`src/rtl/uart_instruction_rx.sv`:
```
// UART 8N1 receiver that packs four bytes (MSB lane first) into a 32-bit instruction,
// with stop-bit framing error strobe and idle timeout that drops partial words.
module uart_instruction_rx #(
  parameter int CLKS_PER_BIT = 104,
  parameter int TIMEOUT_CLKS = 12000
) (
  input  logic        clk12,
  input  logic        rstn,
  input  logic        rx,
  output logic [31:0] instruction,
  output logic        instruction_rcv,
  output logic        frame_error,
  output logic        rx_busy
);

  localparam int CNT_W  = (CLKS_PER_BIT > 2) ? $clog2(CLKS_PER_BIT) : 1;
  localparam int IDLE_W = $clog2(TIMEOUT_CLKS + 1);
  localparam logic [CNT_W-1:0]  HALF_LOAD = CNT_W'(CLKS_PER_BIT / 2 - 1);
  localparam logic [CNT_W-1:0]  BIT_LOAD  = CNT_W'(CLKS_PER_BIT - 1);
  localparam logic [IDLE_W-1:0] IDLE_LAST = IDLE_W'(TIMEOUT_CLKS - 1);

  typedef enum logic [1:0] {
    S_IDLE  = 2'd0,
    S_START = 2'd1,
    S_DATA  = 2'd2,
    S_STOP  = 2'd3
  } state_t;

  state_t              r_state;
  state_t              w_state_n;
  logic                r_rx_meta;
  logic                r_rx_s;
  logic                r_rx_prev;
  logic [1:0]          r_sync_valid;
  logic                r_armed;
  logic                w_fall;
  logic [CNT_W-1:0]    r_cnt;
  logic [CNT_W-1:0]    w_cnt_n;
  logic [2:0]          r_bit;
  logic [2:0]          w_bit_n;
  logic [7:0]          r_shift;
  logic [7:0]          w_shift_n;
  logic [1:0]          r_byte_cnt;
  logic [1:0]          w_byte_cnt_n;
  logic [23:0]         r_shadow;
  logic [23:0]         w_shadow_n;
  logic [IDLE_W-1:0]   r_idle_cnt;
  logic [IDLE_W-1:0]   w_idle_cnt_n;
  logic [31:0]         w_instr_n;
  logic                w_rcv_n;
  logic                w_fe_n;

  // A line held low across reset release must not look like a start edge, so edge
  // detection is armed only once the synchroniser has carried a genuine high sample.
  assign w_fall = r_armed && r_rx_prev && !r_rx_s;

  // Synchroniser, edge history and start-edge arming.
  always_ff @(posedge clk12 or negedge rstn) begin
    if (!rstn) begin
      r_rx_meta    <= 1'b1;
      r_rx_s       <= 1'b1;
      r_rx_prev    <= 1'b1;
      r_sync_valid <= 2'b00;
      r_armed      <= 1'b0;
    end else begin
      r_rx_meta    <= rx;
      r_rx_s       <= r_rx_meta;
      r_rx_prev    <= r_rx_s;
      r_sync_valid <= {r_sync_valid[0], 1'b1};
      if (r_sync_valid[1] && r_rx_s) begin
        r_armed <= 1'b1;
      end else begin
        r_armed <= r_armed;
      end
    end
  end

  // Receive FSM next-state, word assembly and timeout.
  always_comb begin
    w_state_n    = r_state;
    w_cnt_n      = r_cnt;
    w_bit_n      = r_bit;
    w_shift_n    = r_shift;
    w_byte_cnt_n = r_byte_cnt;
    w_shadow_n   = r_shadow;
    w_idle_cnt_n = r_idle_cnt;
    w_instr_n    = instruction;
    w_rcv_n      = 1'b0;
    w_fe_n       = 1'b0;
    case (r_state)
      S_IDLE: begin
        if (w_fall) begin
          w_state_n = S_START;
          w_cnt_n   = HALF_LOAD;
        end else if (r_byte_cnt != 2'd0) begin
          if (r_idle_cnt == IDLE_LAST) begin
            w_byte_cnt_n = 2'd0;
            w_idle_cnt_n = '0;
          end else begin
            w_idle_cnt_n = r_idle_cnt + 1'b1;
          end
        end else begin
          w_idle_cnt_n = '0;
        end
      end
      S_START: begin
        if (r_cnt == '0) begin
          if (!r_rx_s) begin
            w_state_n = S_DATA;
            w_cnt_n   = BIT_LOAD;
            w_bit_n   = 3'd0;
          end else begin
            w_state_n = S_IDLE;
          end
        end else begin
          w_cnt_n = r_cnt - 1'b1;
        end
      end
      S_DATA: begin
        if (r_cnt == '0) begin
          w_shift_n = {r_rx_s, r_shift[7:1]};
          w_cnt_n   = BIT_LOAD;
          if (r_bit == 3'd7) begin
            w_state_n = S_STOP;
          end else begin
            w_bit_n = r_bit + 3'd1;
          end
        end else begin
          w_cnt_n = r_cnt - 1'b1;
        end
      end
      S_STOP: begin
        if (r_cnt == '0) begin
          w_state_n    = S_IDLE;
          w_idle_cnt_n = '0;
          if (r_rx_s) begin
            case (r_byte_cnt)
              2'd0:    w_shadow_n[23:16] = r_shift;
              2'd1:    w_shadow_n[15:8]  = r_shift;
              2'd2:    w_shadow_n[7:0]   = r_shift;
              default: begin
                w_instr_n = {r_shadow, r_shift};
                w_rcv_n   = 1'b1;
              end
            endcase
            w_byte_cnt_n = r_byte_cnt + 2'd1;
          end else begin
            w_fe_n       = 1'b1;
            w_byte_cnt_n = 2'd0;
          end
        end else begin
          w_cnt_n = r_cnt - 1'b1;
        end
      end
      default: begin
        w_state_n = S_IDLE;
      end
    endcase
  end

  // State and registered outputs.
  always_ff @(posedge clk12 or negedge rstn) begin
    if (!rstn) begin
      r_state         <= S_IDLE;
      r_cnt           <= '0;
      r_bit           <= 3'd0;
      r_shift         <= 8'h00;
      r_byte_cnt      <= 2'd0;
      r_shadow        <= 24'h000000;
      r_idle_cnt      <= '0;
      instruction     <= 32'h00000000;
      instruction_rcv <= 1'b0;
      frame_error     <= 1'b0;
      rx_busy         <= 1'b0;
    end else begin
      r_state         <= w_state_n;
      r_cnt           <= w_cnt_n;
      r_bit           <= w_bit_n;
      r_shift         <= w_shift_n;
      r_byte_cnt      <= w_byte_cnt_n;
      r_shadow        <= w_shadow_n;
      r_idle_cnt      <= w_idle_cnt_n;
      instruction     <= w_instr_n;
      instruction_rcv <= w_rcv_n;
      frame_error     <= w_fe_n;
      rx_busy         <= (w_state_n != S_IDLE) || (w_byte_cnt_n != 2'd0);
    end
  end

endmodule

```
`config.mk`:
```
export PLATFORM = sky130hd
export DESIGN_NAME = uart_instruction_rx
export DESIGN_NICKNAME = d
export VERILOG_FILES = /design/src/rtl/uart_instruction_rx.sv
export SDC_FILE = /design/constraint.sdc
export NUM_CORES = 1
export LEC_CHECK = 0
export ABC_AREA = 1
export CORE_UTILIZATION = 45
export CTS_BUF_LIST = sky130_fd_sc_hd__clkbuf_16
export CTS_CLUSTER_SIZE = 40
export DETAILED_ROUTE_END_ITERATION = 8
export PLACE_DENSITY = 0.71
export SLEW_MARGIN = 40
export SYNTH_ARGS = -nofsm -noshare
export SYNTH_HDL_FRONTEND = slang
export SYNTH_SLANG_ARGS = --single-unit
```
`constraint.sdc`:
```
create_clock -name clk12 -period 1.8 [get_ports clk12]
set_input_delay 0.36 -clock clk12 [delete_from_list [all_inputs] [get_ports clk12]]
set_output_delay 0.36 -clock clk12 [all_outputs]
set_load 0.01 [all_outputs]
```
Word-level counts from Yosys, hierarchy flattened
Index checks and enable logic that the tools add are counted.
{"block": "word_totals", "ff_bits": 101, "inputBits": 3, "out_inout_bits": 35}
{"block": "classes", "n_addsub": 4, "eq_ne": 16, "muxes": 36, "n_bitwise": 1, "reduce_logical": 22}
{"cell": "$mux W14", "n": 4}
{"cell": "$mux W7", "n": 5}
{"cell": "$pmux W14 S2", "n": 1}
{"cell": "$pmux W7 S4", "n": 1}
{"cell": "$mux W2", "n": 11}
{"cell": "$ne A2 B2 Y1 const B", "n": 8}
{"cell": "$reduce_and A4 Y1", "n": 4}
{"cell": "$add A14 B1 Y14 const B", "n": 1}
{"cell": "$eq A14 B14 Y1 const B", "n": 1}
{"cell": "$mux W3", "n": 4}
{"cell": "$reduce_bool A2 Y1", "n": 5}
{"cell": "$pmux W2 S4", "n": 1}
{"cell": "$logic_not A7 Y1", "n": 1}
{"cell": "$mux W1", "n": 7}
{"cell": "$sub A7 B1 Y7 const B", "n": 1}
{"cell": "$eq A2 B2 Y1 const B", "n": 3}
{"cell": "$pmux W3 S2", "n": 1}
{"cell": "$reduce_and A3 Y1", "n": 2}
{"cell": "$reduce_and A5 Y1", "n": 1}
{"cell": "$eq A2 B1 Y1 const B", "n": 2}
{"cell": "$logic_not A2 Y1", "n": 2}
{"cell": "$pmux W2 S2", "n": 1}
{"cell": "$add A3 B1 Y3 const B", "n": 1}
{"cell": "$eq A3 B3 Y1 const B", "n": 1}
{"cell": "8 further kinds", "n": 10}

Longest topological paths before layout
{"block": "logic_depth", "depth_word": 7, "mapped_depth": 12, "depth_no_buf": 12}

Least setup slack after synthesis
Ideal clock, no wire load.
{"block": "synth_path", "path_kind": "register to register", "start": "register r_cnt[0]", "end": "register r_cnt[4]", "setup_time_ns": 0.135, "t_arrival_ns": 1.529, "required_ns": 1.665, "setup_slack_ns": 0.136, "path_stages_with_launch": 12, "path_buffers": 1, "path_cell_list": "dfrtp_1 > inv_1 > ha_1 > nand2_1 > nor2_1 > nand2_1 > nor2_2 > nand2_1 > nand3_1 > buf_2 > nand2_1 > a21boi_0"}
{"block": "synth_between", "elab_chain_cells": 3, "word_cells_on_any_way": 9, "classes_between": "1 x add/sub; 2 x eq/ne; 4 x mux; 2 x reduce/logical"}
{"item": "from (decl)", "line": "37", "rtl": "logic [CNT_W-1:0] r_cnt;"}
{"item": "from (signal assigned)", "line": "177", "rtl": "r_cnt <= w_cnt_n;"}
{"item": "$sub A7 B1 Y7 / $logic_not A7 Y1 (equally long branches)"}
{"item": "$mux W7 (tied with other cells)", "line": "133", "rtl": "if (r_cnt == '0) begin"}
{"item": "$pmux W7 S4 / $reduce_and A3 Y1 (equally long branches)"}
Several ways; a longest one is shown, not always the timed one. The select of a mux whose other input is x is not followed.
A chain may end at the register's enable or synchronous reset.

Final worst setup path
{"block": "layout_path", "start": "register r_state[1]", "end": "register instruction[4]"}
{"block": "layout_between", "elab_chain_cells": 2}
{"item": "from (decl)", "line": "29", "rtl": "state_t r_state;"}
{"item": "from (signal assigned)", "line": "176", "rtl": "r_state <= w_state_n;"}
{"item": "$eq A2 B2 Y1", "line": "90", "rtl": "case (r_state)"}
{"item": "$reduce_and A4 Y1 (no source line)"}
{"item": "to (signal assigned)", "line": "183", "rtl": "instruction <= w_instr_n;"}
{"item": "to (decl)", "line": "10", "rtl": "output logic [31:0] instruction,"}
Every way passes these cells.

==> metrics <==
outcome=finished clean; Worst EP required=2010 ps; Fin. Hold Viols=0; Die Area=roughly 11,000 um^2; Initial Utilization=a little under half; HP Class=reg -> reg; clk_skew=between 10 and 15 ps; Tmin final=1682 ps; Mapped Area=4543 um^2; Seq/Total Area, Yosys=roughly 56%; Ys Warns=0; IO Count=38; syn_nets=between 500 and 600; vias in the first global route=~3,400; core area=~9800 um^2; Num CTS Buffers=9; top-area cell type share of the netlist area=between 50% and 60%; DRC=0; Max Buffers Root-to-Sink=2; critical path peak fanout=20; final setup TNS=0 ps; pin count of the biggest net entering global routing=52; Root Driver=clkbuf_16; number of synthesized flops with an enable pin=0; post-route ant nets=0; instance count of the mapped netlist=approximately 530; layout cells sized above 1=between 10% and 20%; chip width=102.5 um; CP Capture Type=register; Clk Latency, worst-skew pair=roughly 340 ps; register bit total from synthesis=around 100; Post-DP HPWL=between 6 and 7 mm; RD Place Congestion=around 0.8; DR WL/cell=between 10 and 15 um; initial antenna violation count=0; pwr/cell area=999.0 nW/um^2; CP Class=reg -> reg; CTS tree=yes; Cell Count Post-Placement=roughly 700; fin cells=roughly 720; first-pass GRT wire length=approximately 15 mm; Avg Inst Size Synth=about 8.6 um^2; maxcap violations=0; cell area after layout=5514 um^2; gr usage total=around a fifth; PortBufs=37; CTS clock-pin slew for the worst setup and hold paths=roughly 70 ps; Startpoint Class=register; Achievable Freq=just under 600 MHz; Lkg Pwr=roughly 2.7 nW; grt ovf=0; top_reg_cell synth=dfrtp_1; Synth area leader=dfrtp_1; drt pass-1 iters=4; critical path data arrival time=between 1500 and 2000 ps; Area growth, synth to finish=21.37%; Peak VDD IR=approximately 700 uV; Synth area leaders=dfrtp_1, nand2_1, inv_1; H-tree Lvls=3; ant diodes=0; final wirelength=roughly 9 mm; clk sinks=about 100; Setup violations, final=0; multi-input logic area=approximately 1800 um^2; Rows=36; final slew viol count=0; final hold slack=363.1 ps; Nets=599; crit share post-route=~93%; via count=roughly 3,500; asr flop ratio synth=between 90% and 100%; fillcell total=slightly below 900; Placed Area=roughly 5200 um^2; Iter 0 DRT Violations=between 200 and 250; drt via density=between 4 and 5; Register Area=approximately 2500 um^2; distinct cell type count of the synthesized netlist=35; die height=a little over 100 um; final core utilization=roughly 56%
[cells in the final DEF, fill, tap and decap left out, types with 2 or more instances in the layout]
cell type / netlist / routed
nand2_2: 3 / 5
nand2_1: 199 / 197
nand3_1: 29 / 29
nand4_1: 2 / 2
nor3_1: 3 / 3
dfrtp_1: 98 / 98
nor2_4: 1 / 2
o21ai_0: 23 / 23
buf_4: 2 / 14
o21ai_1: 28 / 28
buf_12: 0 / 3
or2_2: 2 / 2
nor2_1: 31 / 27
inv_8: 0 / 2
inv_1: 46 / 43
ha_1: 12 / 9
clkbuf_16: 0 / 9
a21oi_1: 15 / 15
clkdlybuf4s50_1: 0 / 36
o211ai_1: 2 / 2
clkinvlp_4: 0 / 2
inv_2: 4 / 7
dfstp_2: 3 / 3
nor2_2: 1 / 4
ha_2: 0 / 2
xor2_1: 3 / 3
[critical path: stages (launching register included)]
cell and delay (ps):
dfrtp_1 420, ha_1 300, buf_4 170, nand2_4 80, nor2_4 140, nand2_2 90, buf_4 210, nand2_1 80
o21ai_1 60
[logic make-up after synthesis]
kind of cell / after synthesis / synth area share, %
multiplexers: 1 / 0.2203
adder cells (fa/ha/maj): 12 / 3.305
AND/OR/NAND/NOR: 276 / 25.61
flip-flops: 101 / 55.71
other: 1 / 0.08254
buffers and inverters: 64 / 5.811
AO/OA/AOI/OAI: 73 / 8.675
XOR/XNOR: 3 / 0.5785
[final timing paths]
path	from	end	slack, ps	depth (start not counted)
setup / recovery	r_state[1]$_DFF_PN0_	instruction[4]$_DFFE_PN0P_	120	8
hold / removal	r_sync_valid[0]$_DFF_PN0_	r_sync_valid[1]$_DFF_PN0_	360	0
setup reg to reg	r_state[1]$_DFF_PN0_	instruction[4]$_DFFE_PN0P_	120	8
hold reg to reg	r_sync_valid[0]$_DFF_PN0_	r_sync_valid[1]$_DFF_PN0_	360	0
max in group asynchronous	rstn	r_bit[0]$_DFFE_PN0P_	710	3
min in group asynchronous	rstn	instruction[30]$_DFFE_PN0P_	490	2
[area by class of cell]
type,instances,area share (%)
Tap cell,133,3.018
Multi-Input combinational cell,366,32.38
Clock buffer,9,4.084
Sequential cell,101,45.90
Clock inverter,7,1.225
Inverter,51,3.472
Timing Repair Buffer,55,9.916
[flip-flops by register name (all words and copies together) (netlist names)]
name / count
r_rx_meta: 1
r_rx_prev: 1
r_bit: 3
r_byte_cnt: 2
instruction: 32
r_cnt: 7
r_armed: 1
r_shadow: 24
instruction_rcv: 1
r_idle_cnt: 14
r_shift: 8
frame_error: 1
rx_busy: 1
r_rx_s: 1
r_state: 2
r_sync_valid: 2
[layer usage]
metal / global-route usage, % / wire length (um)
met5: 0 / 0
met4: 6.703 / 107
met3: 3.762 / 297
met2: 33.18 / 4527
met1: 23.70 / 4040
[where the power goes]
group,switching (W),internal [W],leakage [nW]
registers,0.0000781,0.00237,1.37
clock network,0.000894,0.000971,0.139
logic,0.000735,0.000459,1.20
total,0.00171,0.00380,2.71
[Yosys cell counts (2+ instances only)]
cell,instances
a21boi_0,2
a21oi_1,15
buf_2,7
buf_4,2
clkbuf_1,3
dfrtp_1,98
dfstp_2,3
ha_1,12
inv_1,46
inv_2,4
nand2_1,199
nand2_2,3
nand3_1,29
nand4_1,2
nor2_1,31
nor3_1,3
o211ai_1,2
o21ai_0,23
o21ai_1,28
or2_2,2
xor2_1,3
[metrics by stage]
step,total power (W),setup slack [ps]
floorplan,0.003259,135.8
global placement,0.003603,14.16
detailed placement,0.003623,-0.1140
CTS,0.005511,8.672
global route,0.005820,-6.967
finish,0.005509,118.2
[repair_timing]
action,CTS,global route
setup endpoints to repair,2,71
gates resized for setup,1,15
hold buffers,1,0
buffers inserted,0,2
endpoints found under the hold margin,24,0
pin swaps,0,1
Power figures use the tool's default switching activity.
